### config.mk
export PLATFORM = sky130hd
export DESIGN_NAME = prime_check_arbiter
export DESIGN_NICKNAME = d
export VERILOG_FILES = /design/src/rtl/prime_check_arbiter.sv
export SDC_FILE = /design/constraint.sdc
export NUM_CORES = 2
export LEC_CHECK = 0
export ABC_AREA = 0
export CAP_MARGIN = 5
export CORE_MARGIN = 1.5
export CORE_UTILIZATION = 50
export CTS_CLUSTER_DIAMETER = 120
export DETAILED_ROUTE_END_ITERATION = 8
export PLACE_DENSITY = 0.67
export SLEW_MARGIN = 20
export SYNTH_ARGS = -nofsm -noshare
export SYNTH_HDL_FRONTEND = slang
export SYNTH_SLANG_ARGS = --single-unit
### constraint.sdc
create_clock -name clk -period 82.7 [get_ports clk]
set_input_delay 20.675 -clock clk [delete_from_list [all_inputs] [get_ports clk]]
set_output_delay 20.675 -clock clk [all_outputs]
set_load 0.01 [all_outputs]
### src/rtl/prime_check_arbiter.sv
// Round-robin shared trial-division prime checker: NREQ requesters, one engine.
// Latency: gnt the cycle after accept; result k+1 cycles later (k = divisors tried).
// Backpressure: one job at a time; other requests wait (held req) until the engine is IDLE.
module prime_check_arbiter #(
    parameter int WIDTH = 32,
    parameter int NREQ  = 4,
    localparam int IDW  = (NREQ > 1) ? $clog2(NREQ) : 1
) (
    input  logic                  clk,
    input  logic                  rst_n,
    input  logic [NREQ-1:0]       req,
    input  logic [NREQ*WIDTH-1:0] number_flat,
    output logic [NREQ-1:0]       gnt,
    output logic                  busy,
    output logic                  done_valid,
    output logic [IDW-1:0]        done_id,
    output logic [WIDTH-1:0]      done_number,
    output logic                  is_prime
);

    typedef enum logic [1:0] {
        S_IDLE  = 2'd0,
        S_CHECK = 2'd1,
        S_DONE  = 2'd2
    } state_t;

    state_t              r_state;
    state_t              w_state_nxt;
    logic [IDW-1:0]      r_ptr;
    logic [IDW-1:0]      r_id;
    logic [WIDTH-1:0]    r_num;
    logic [WIDTH-1:0]    r_d;
    logic [NREQ-1:0]     r_gnt;
    logic                r_done_valid;
    logic [IDW-1:0]      r_done_id;
    logic [WIDTH-1:0]    r_done_number;
    logic                r_is_prime;
    logic [IDW-1:0]      w_winner;
    logic [2*WIDTH-1:0]  w_dsq;
    logic                w_accept;
    logic                w_finish;
    logic                w_prime;

    // First set request bit searching cyclically from p+1. Scanning from the
    // far end down lets the nearest hit overwrite the others.
    function automatic logic [IDW-1:0] f_rr_pick(input logic [NREQ-1:0] r,
                                                 input logic [IDW-1:0]  p);
        logic [IDW-1:0] w;
        int             j;
        w = p;
        for (int i = NREQ; i >= 1; i--) begin
            j = int'(p) + i;
            if (j >= NREQ) j = j - NREQ;
            if (r[j[IDW-1:0]]) w = j[IDW-1:0];
        end
        return w;
    endfunction

    // Round-robin winner for the current request vector.
    always_comb begin
        w_winner = f_rr_pick(req, r_ptr);
    end

    // Full-width square so the d*d > num test can never overflow.
    assign w_dsq = {{WIDTH{1'b0}}, r_d} * {{WIDTH{1'b0}}, r_d};

    // Next state and per-cycle decisions: accept in IDLE, one divisor per cycle in CHECK.
    always_comb begin
        w_state_nxt = r_state;
        w_accept    = 1'b0;
        w_finish    = 1'b0;
        w_prime     = 1'b0;
        case (r_state)
            S_IDLE: begin
                if (|req) begin
                    w_accept    = 1'b1;
                    w_state_nxt = S_CHECK;
                end
            end
            S_CHECK: begin
                if (r_num <= WIDTH'(1)) begin
                    w_finish = 1'b1;
                end else if (w_dsq > {{WIDTH{1'b0}}, r_num}) begin
                    w_finish = 1'b1;
                    w_prime  = 1'b1;
                end else if ((r_num % r_d) == '0) begin
                    w_finish = 1'b1;
                end
                if (w_finish) w_state_nxt = S_DONE;
            end
            S_DONE: begin
                w_state_nxt = S_IDLE;
            end
            default: begin
                w_state_nxt = S_IDLE;
            end
        endcase
    end

    // FSM state register.
    always_ff @(posedge clk) begin
        if (!rst_n) r_state <= S_IDLE;
        else        r_state <= w_state_nxt;
    end

    // Job latch, divisor stepping, grant pulse and held result registers.
    always_ff @(posedge clk) begin
        if (!rst_n) begin
            r_ptr         <= IDW'(NREQ - 1);
            r_id          <= '0;
            r_num         <= '0;
            r_d           <= '0;
            r_gnt         <= '0;
            r_done_valid  <= 1'b0;
            r_done_id     <= '0;
            r_done_number <= '0;
            r_is_prime    <= 1'b0;
        end else begin
            r_gnt        <= '0;
            r_done_valid <= 1'b0;
            if (w_accept) begin
                r_num <= number_flat[int'(w_winner)*WIDTH +: WIDTH];
                r_id  <= w_winner;
                r_ptr <= w_winner;
                r_d   <= WIDTH'(2);
                r_gnt <= NREQ'(1) << w_winner;
            end
            if (r_state == S_CHECK) begin
                if (w_finish) begin
                    r_done_valid  <= 1'b1;
                    r_done_id     <= r_id;
                    r_done_number <= r_num;
                    r_is_prime    <= w_prime;
                end else begin
                    r_d <= r_d + WIDTH'(1);
                end
            end
        end
    end

    assign gnt         = r_gnt;
    assign busy        = (r_state != S_IDLE);
    assign done_valid  = r_done_valid;
    assign done_id     = r_done_id;
    assign done_number = r_done_number;
    assign is_prime    = r_is_prime;

endmodule

==> run metrics <==
Max Buffers Root-to-Sink 2; Synth Flop Type dfxtp_1; hold buffers post-CTS 0; max-cap violation count 0; asr flop ratio synth 0%; final setup fails 0; drt total wl 298,600 µm; Synth warnings 0; final std cells w/o fill 11,320; cell area after layout 0.07654 mm²; CTS clock-pin slew for the worst setup and hold paths 0.10 ns; class of the worst hold path flip-flop to flip-flop; dominant cells by area after synthesis fa_1 24%, ha_1 16%, nand2_1 6.4%; syn nets 10,690; Die Wd 369.7 µm; core region area 0.1335 mm²; dpl cells 11,300; area leader, netlist fa_1; XOR/XNOR share of the synthesized area 5.692%; routability cong. 1.077; Nets 11,320; Initial Util 50.38%; CTS tree done; GRT Overall Usage 42.95%; Setup crit end kind flip-flop; Seq/Total Area, Yosys 3.275%; Hold Vio Cnt, Final 0; slowest stage delay, CP 0.80 ns; initial antenna violation count 10; FF-to-FF path depth 297; drt pass-1 iters 6; Antenna Nets Post-Route 0; slew margin rel. 17.40%; top cell type's share of synthesized area 24.09%; Overflow after GRT 0; via count 71,400; port bufs 174; RSZ-0062 raised after global routing false; commonest non-fill, non-tap cell in the layout nand2_1; io pins 175; Crit path required time 83.10 ns; Post-Syn Area 0.06724 mm²; layout cell share with drive strength beyond 1 11.01%; #FFs+latches synth 110; Clock Latency Late Sink 0.49 ns; largest net degree at the start of global routing 60; register area 0.002203 mm²; largest family of logic cells by synthesized area adder cells; Tmin final 79.30 ns; Die Y 369.7 µm; most frequent cells in the layout 1,140 x nand2_1, 1,063 x inv_1, 835 x ha_1; fin. max-slew vios 0; hold_ws 0.4627 ns; simple-gate share of the synthesized area 20.65%; Inserted Clock Buffers 9; Synth Area in Compound Gates 21.07%; CP Class flip-flop to flip-flop; clk sinks 110; # DRC 0; CP max-delay cell o311ai_0; global-route wire length before repair 441,200 µm; Adder-Cell Fraction of Synth Area 39.63%; vias in the first global route 70,450; maximum fanout along the worst path 29; Vias/cell 6.307; syn avg cell area 7.545 µm²; mux share of post-synthesis cell area 1.548%; critical path launch point type flip-flop; Initial DRC Count 7,318; EDFF count, synth 0; fmax 0.01261 GHz; Critical Path AT 79.69 ns; crit share post-route 95.89%; Yosys cell types 97; Max H-tree Level 3; status finished, final reports clean; drt wl/cell 26.37 µm; HPWL Detailed 241,200 µm; number of core rows 134; Slew @ Worst Pin 1.224 ns; Syn Inst Count 8,912; Layout Skew 0.03072 ns; Die ar. 0.1367 mm²; Hold Path Cell Cnt 2; Filler Cells Inserted 12,690; Placed Area 0.07595 mm²; area grow syn2layout 13.83%; Root Driver clkbuf_16; most frequent CP cell ha_1; area of the multi-input gates 0.05993 mm²
-- state kept, by name, summed over array words and instances, names as in the netlist --
name and count:
r_num 32, r_ptr 2, is_prime 1, done_valid 1, r_d 32, r_state 2, done_id 2, gnt 4
r_id 2, done_number 32
-- critical path, delay by kind of cell (launching register included) --
kind                     cells  cell delay, ns
AND/OR/NAND/NOR            101           26.23
adder cells (fa/ha/maj)     31           10.05
multiplexers                 4            0.81
AO/OA/AOI/OAI              130           35.36
buffers and inverters       31            6.04
flip-flops                   1            0.30
-- routing by layer --
layer  global-route usage [%]  wire length [µm]  share of wire, %  vias to the layer above
met4                    26.71             22240               7.4                       14
li1                         -                 -                 -                    32020
met5                        0                90             0.030                        -
met3                    9.542             30690                10                     1026
met1                    53.83            115000                39                    34420
met2                    67.07            130500                44                     3932
-- repair_timing --
item	CTS	global route
endpoints found under the setup margin	70	70
buffers inserted	1	0
pin swaps	1	1
resized for setup	6	52
-- worst paths after layout --
check	from	to	slack (ns)
hold reg to reg	done_id[0]$_SDFFE_PN0P_	done_id[0]$_SDFFE_PN0P_	0.46
hold / removal	done_id[0]$_SDFFE_PN0P_	done_id[0]$_SDFFE_PN0P_	0.46
setup reg to reg	r_d[17]$_SDFF_PN0_	done_number[8]$_SDFFE_PN0P_	3.40
setup / recovery	r_d[17]$_SDFF_PN0_	done_number[8]$_SDFFE_PN0P_	3.40
-- stage by stage --
stage	TNS, ns	setup slack (ns)	util, %
final	0	3.403	57.35
after global routing	0	0.02117	57.34
after CTS	0	0.1684	57.17
after detailed placement	-67.14	-1.071	56.91
after global placement	0	0.002196	56.89
after floorplan	0	9.025	-
-- kinds of logic (layout without fill, tap and decap cells) --
group,after synthesis,in the layout
buf+inv,1433,2069
other cells,0,6
fa+ha+maj,1644,1644
compound gates,2137,2137
mux,100,100
xor+xnor,437,437
flops,110,110
simple gates,3051,3051
-- layout make-up --
cell class	count	area share, %
Tap cell	1768	2.890
Timing Repair Buffer	967	10.18
Antenna cell	6	0.01962
Multi-Input combinational cell	7369	78.29
Clock buffer	9	0.2943
Inverter	1086	5.326
Sequential cell	110	2.879
Clock inverter	7	0.1193
-- cell usage after synthesis, types with 110 or more instances --
master,count
o21a_1,132
nand2_1,1140
a21o_1,212
xor2_1,187
nor3_1,184
a21oi_1,572
nor2_1,821
ha_1,835
o21ai_0,383
nand3_1,256
xnor2_1,250
dfxtp_1,110
fa_1,809
inv_1,1079
clkbuf_1,264
Power is left out: the tool's default activity adds up to more than one toggle a clock period on the data nets, which glitch-free logic cannot reach.
